### src/rtl/pc_unit.sv
// Program counter with sequential/jump/branch/call/return successor logic and a return-address stack.
// Latency: one cycle from op to current_address; next_address is combinational.
// Backpressure: stall=1 freezes the PC, the stack and both flags; next_address then echoes current_address.
//
// Ports:
//   clock, reset      single clock; synchronous active-high reset (overrides stall and op)
//   stall             hold all state this cycle
//   op                000 INC, 001 JUMP, 010 BRANCH, 011 CALL, 100 RET, 101-111 act as INC
//   cond              branch condition (BRANCH only)
//   target            absolute destination for JUMP/CALL
//   offset            signed displacement for BRANCH, relative to current_address
//   current_address   registered fetch address
//   next_address      value loaded at the next edge
//   stack_depth       valid return-stack entries (0..STACK_DEPTH)
//   stack_overflow    sticky: CALL while stack full
//   stack_underflow   sticky: RET while stack empty
module pc_unit #(
  parameter int                    ADDR_WIDTH   = 8,
  parameter logic [ADDR_WIDTH-1:0] RESET_VECTOR = '0,
  parameter int                    STACK_DEPTH  = 4,
  localparam int                   DW           = $clog2(STACK_DEPTH + 1)
) (
  input  logic                  clock,
  input  logic                  reset,
  input  logic                  stall,
  input  logic [2:0]            op,
  input  logic                  cond,
  input  logic [ADDR_WIDTH-1:0] target,
  input  logic [ADDR_WIDTH-1:0] offset,
  output logic [ADDR_WIDTH-1:0] current_address,
  output logic [ADDR_WIDTH-1:0] next_address,
  output logic [DW-1:0]         stack_depth,
  output logic                  stack_overflow,
  output logic                  stack_underflow
);

  typedef enum logic [2:0] {
    OP_INC    = 3'b000,
    OP_JUMP   = 3'b001,
    OP_BRANCH = 3'b010,
    OP_CALL   = 3'b011,
    OP_RET    = 3'b100
  } op_e;

  localparam logic [ADDR_WIDTH-1:0] ONE_A     = ADDR_WIDTH'(1);
  localparam logic [DW-1:0]         ONE_D     = DW'(1);
  localparam logic [DW-1:0]         DEPTH_MAX = DW'(STACK_DEPTH);

  logic [ADDR_WIDTH-1:0] pc_q, pc_d;
  logic [DW-1:0]         depth_q, depth_d;
  logic                  ovf_q, ovf_d;
  logic                  unf_q, unf_d;
  logic [ADDR_WIDTH-1:0] stack_q [STACK_DEPTH];
  logic [ADDR_WIDTH-1:0] stack_d [STACK_DEPTH];

  logic [ADDR_WIDTH-1:0] pc_plus1;
  logic [ADDR_WIDTH-1:0] tos;
  logic                  stack_full;
  logic                  stack_empty;

  always_comb begin
    pc_plus1    = pc_q + ONE_A;
    stack_full  = (depth_q == DEPTH_MAX);
    stack_empty = (depth_q == '0);

    // Top-of-stack selected by comparison rather than indexing, so the
    // depth counter (which must reach STACK_DEPTH) never needs narrowing.
    tos = pc_plus1;
    for (int i = 0; i < STACK_DEPTH; i++) begin
      if (DW'(i) == depth_q - ONE_D) tos = stack_q[i];
    end

    pc_d    = pc_q;
    depth_d = depth_q;
    ovf_d   = ovf_q;
    unf_d   = unf_q;
    stack_d = stack_q;

    if (!stall) begin
      case (op_e'(op))
        OP_JUMP:   pc_d = target;
        OP_BRANCH: pc_d = cond ? (pc_q + offset) : pc_plus1;
        OP_CALL: begin
          pc_d = target;
          if (stack_full) begin
            // Push is dropped; the jump still happens.
            ovf_d = 1'b1;
          end else begin
            for (int i = 0; i < STACK_DEPTH; i++) begin
              if (DW'(i) == depth_q) stack_d[i] = pc_plus1;
            end
            depth_d = depth_q + ONE_D;
          end
        end
        OP_RET: begin
          if (stack_empty) begin
            pc_d  = pc_plus1;
            unf_d = 1'b1;
          end else begin
            pc_d    = tos;
            depth_d = depth_q - ONE_D;
          end
        end
        default:   pc_d = pc_plus1;  // INC and reserved encodings
      endcase
    end
  end

  always_ff @(posedge clock) begin
    if (reset) begin
      pc_q    <= RESET_VECTOR;
      depth_q <= '0;
      ovf_q   <= 1'b0;
      unf_q   <= 1'b0;
    end else begin
      pc_q    <= pc_d;
      depth_q <= depth_d;
      ovf_q   <= ovf_d;
      unf_q   <= unf_d;
    end
  end

  // Entry contents carry no reset: they are only read below depth_q,
  // and depth_q is cleared on reset.
  always_ff @(posedge clock) begin
    stack_q <= stack_d;
  end

  assign current_address = pc_q;
  assign next_address    = pc_d;
  assign stack_depth     = depth_q;
  assign stack_overflow  = ovf_q;
  assign stack_underflow = unf_q;

endmodule

### config.mk
export PLATFORM = sky130hd
export DESIGN_NAME = pc_unit
export DESIGN_NICKNAME = d
export VERILOG_FILES = /design/src/rtl/pc_unit.sv
export SDC_FILE = /design/constraint.sdc
export NUM_CORES = 1
export LEC_CHECK = 0
export ABC_CLOCK_PERIOD_IN_PS = 5400
export CAP_MARGIN = 15
export CORE_AREA = 2 2 76 78
export DETAILED_ROUTE_END_ITERATION = 7
export DIE_AREA = 0 0 78 80
export HOLD_SLACK_MARGIN = 0.08
export PLACE_DENSITY_LB_ADDON = 0.15
export SLEW_MARGIN = 20
export SYNTH_ARGS = -nofsm -noshare
export SYNTH_HDL_FRONTEND = slang
export SYNTH_SLANG_ARGS = --single-unit
### constraint.sdc
create_clock -name clock -period 5.4 [get_ports clock]
set_clock_uncertainty 0.2 [all_clocks]
set_input_delay 1.08 -clock clock [delete_from_list [all_inputs] [get_ports clock]]
set_output_delay 1.08 -clock clock [all_outputs]
set_load 0.05 [all_outputs]
==> results of run 1 <==
sequential cells by signal, summed over array words and instances, names as in the netlist:
register         cells
stack_q             32
current_address      8
stack_overflow       1
stack_underflow      1
stack_depth          3
power by group through the flow:
stage / Clock (mW) / Sequential [mW] / Combinational (mW)
2_1_floorplan: 0 / 0.418 / 0.150
4_1_cts: 0.213 / 0.394 / 0.263
5_1_grt: 0.225 / 0.395 / 0.283
3_5_place_dp: 0 / 0.402 / 0.262
6_report: 0.213 / 0.394 / 0.266
3_3_place_gp: 0 / 0.401 / 0.259
final cells by class:
class / count / area, um2 / area share (%)
clock buffer: 6 / 72.6 / 1.97
sequential: 45 / 1220 / 33.2
clock inverter: 2 / 16.3 / 0.442
timing repair buffer: 53 / 538 / 14.6
tap: 72 / 90.1 / 2.45
inverter: 14 / 52.6 / 1.43
multi-input combinational: 250 / 1690 / 45.9
through the flow:
stage               hold WS (ps)  setup slack [ps]
global placement             254               498
finish                       285               410
floorplan                    463               953
detailed placement           267               413
global route                 326               273
CTS                          293               407
placed cells by master (no fill, tap or decap), types with 4 or more instances in the layout:
cell              n
inv_1            14
buf_12            4
dfxtp_1          13
xnor2_1           9
clkbuf_8          5
o22ai_1           8
nor3_1            9
a21oi_1          32
nand2b_1          6
nor2b_1          15
clkdlybuf4s50_1  36
edfxtp_1         32
o31ai_1           4
nand3_1           6
ha_1             16
nor2_1           22
a31oi_1           8
and3_1            6
a211oi_1          4
nor4_1            4
o21a_1            5
buf_4            13
nand2_1          21
o21ai_0          20
cells by family (layout without fill, tap and decap cells):
| family | count (synthesis) | in the layout | synth area share (%) |
|---|---|---|---|
| AOI/OAI and AO/OA | 116 | 116 | 25.2 |
| xor gates and xnor gates | 13 | 13 | 4.31 |
| adders and majority gates | 17 | 17 | 7.16 |
| buffers and inverters | 34 | 75 | 5.33 |
| DFF | 45 | 45 | 39.7 |
| muxes | 2 | 2 | 0.651 |
| and+or+nand+nor | 102 | 102 | 17.6 |
Yosys cell counts, drive strengths merged (2+ instances only):
| library cell | count | area share (%) |
|---|---|---|
| a31oi | 9 | 2.0 |
| or3 | 4 | 0.98 |
| nand2b | 6 | 1.2 |
| nand2 | 21 | 2.6 |
| a211oi | 4 | 0.98 |
| o21ai | 23 | 3.9 |
| nor4 | 4 | 0.81 |
| mux2i | 2 | 0.65 |
| xor2 | 3 | 0.85 |
| inv | 14 | 1.7 |
| o22ai | 8 | 1.6 |
| xnor2 | 10 | 3.5 |
| buf | 14 | 2.8 |
| nor2 | 22 | 2.7 |
| a221oi | 3 | 0.85 |
| o21bai | 2 | 0.49 |
| a22oi | 2 | 0.49 |
| edfxtp | 32 | 31 |
| o31ai | 4 | 0.98 |
| a311oi | 3 | 0.85 |
| a21oi | 34 | 5.8 |
| o2bb2ai | 3 | 0.85 |
| a22o | 2 | 0.57 |
| nor3 | 10 | 1.8 |
| dfxtp | 13 | 8.5 |
| nor2b | 15 | 3.1 |
| nand3 | 7 | 1.5 |
| o21a | 5 | 1.2 |
| and3 | 6 | 1.2 |
| clkbuf | 6 | 0.77 |
| a221o | 3 | 0.98 |
| ha | 16 | 6.5 |
worst register-to-register path, delay by kind of cell, from the launching register on:
| family | cells | cell delay (ps) |
|---|---|---|
| and+or+nand+nor | 2 | 200 |
| adders and majority gates | 1 | 290 |
| AOI/OAI and AO/OA | 3 | 710 |
| buffers and inverters | 2 | 420 |
| DFF | 1 | 380 |
| xor gates and xnor gates | 1 | 420 |
routing by layer:
metal  wire (um)  global-route usage (%)  vias up
li1            -                       -     1321
met1        3750                    38.8     1324
met2        4080                    46.5      136
met3         564                    4.41       19
met4         180                    9.65        0
met5           0                       0        -
path summary, 6_finish.rpt:
check / slack, ps / from / to
hold reg to reg: 290 / stack_overflow / stack_overflow
hold / removal: 290 / stack_overflow / stack_overflow
setup / recovery: 410 / offset[1] / next_address[5]
setup reg to reg: 2650 / stack_depth[1] / current_address[6]
==> results.md, run 1 <==
* Root buffer cell: clkbuf_8
* Detail Route Antenna Nets at 0
* Initial Utilization at 56.9%
* PwrDens at 237 nW/um2
* Seq/Total Area, Yosys at 39.7%
* Num CTS Buffers at 5
* Critical path required time at 4120 ps
* Sequential power share at 45.2%
* Synth Register Bits at 45
* Crit-path max FO at 2
* Setup CP Type: in -> out
* Post-route minimum period at 4990 ps
* Critical path capture point type: output port
* Fmax at 0.200 GHz
* Yosys warns at 0
* DRC Markers at 0
* Layout fillers at 465
* Tot GR Track Use at 28.5%
* Die area at 6240 um2
* Reg2Reg Depth at 9
* Vias/cell at 6.33
* Via count at 2800
* Clock Latency Late Sink at 300 ps
* # rows at 27
* Total wire length at 8570 um
* Slew Limit Fails at 0
* Post-Syn Area at 3070 um2
* Non-Filler Instances at 442
* Max clock buf depth at 2
* Syn-to-layout area delta at 19.7%
* Crit path buffers/inverters at 2
* Comb pwr share at 30.5%
* EDFF count, synth at 32
* Worst vdd ir at 150 uV
* Drt pass-1 iters at 5
* Total Power at 0.873 mW
* Final design area excluding fillers at 3680 um2
* Post-CTS Setup Bufs at 0
* Most common flop cell mapped by yosys: edfxtp_1
* Worst hold-check path type: reg -> reg
* Outcome: finished clean
* Max-Cap Viols at 0
* Clk pin slew, worst setup/hold paths at 90 ps
* Placed wire-length estimate at 6230 um
* Die W at 78 um
* IO buf count at 43
* Most used cell, CP: clkdlybuf4s50_1
* Setup violations, final at 0
* Worst EP arrival at 3710 ps
* Clock power frac at 24.4%
* GPL Wtd Cong at 0.952
* Relative slew margins at 48.0%
* Setup TNS Final at 0 ps
* Chip Height at 80 um
* Placed Instances at 434
* Layout cells sized above 1 at 10.0%
* CP cell instances: clkdlybuf4s50_1, ha_1, a211oi_1, o21bai_1, a21oi_1, xnor2_1, o211ai_1, nand3_1, clkdlybuf4s50_1
* Layout Nets at 409
* Slowest stage delay, CP at 810 ps
* RSZ-0062 raised after global routing: no
* Hold Vio Cnt, Final at 0
* Async SR Flop Fraction at 0%
* # clock sinks at 45
* Cell Int Power at 0.579 mW
* Post-Syn Nets at 369
* Worst Tran Pin Value at 774 ps
* H-tree depth at 2
* Top-Level Pins at 44
* Core Box Area at 5410 um2
* Unique masters post-synth at 62
* Hold Buf Count CTS at 0
* Global-route wire length before repair at 13700 um
* Routed length per instance at 19.4 um
* Resized cells post-CTS at 0
* CP Depth at 9
* Placed cell area at 3590 um2
* Tcrit/Tclk final at 92.4%
* Switching share of power at 33.7%
* Antenna violations before repair at 0
* DRT iter0 DRCs at 238
* Hold depth at 2
* Post-layout util at 68.1%
* Syn avg cell area at 9.34 um2
* Startpoint Class: input port
* Global route overflow at 0
* Largest net degree at the start of global routing at 22
* CP max-delay cell: clkdlybuf4s50_1
* Leakage at 1.32 nW
* Cell count after synthesis at 329
* Top delay family on crit path: buffers and inverters
* CTS tree: yes
* Antenna Cells at 0
* Vias in the first global route at 2800
* Net Switching at 0.294 mW
No activity file was read; power rests on OpenSTA's default activity.
==> run 2: changes to the inputs <==
- ABC_CLOCK_PERIOD_IN_PS: 5400 -> unset
==> results of run 2 <==
The final DEF is identical to that of run 1; final timing and power are the same.
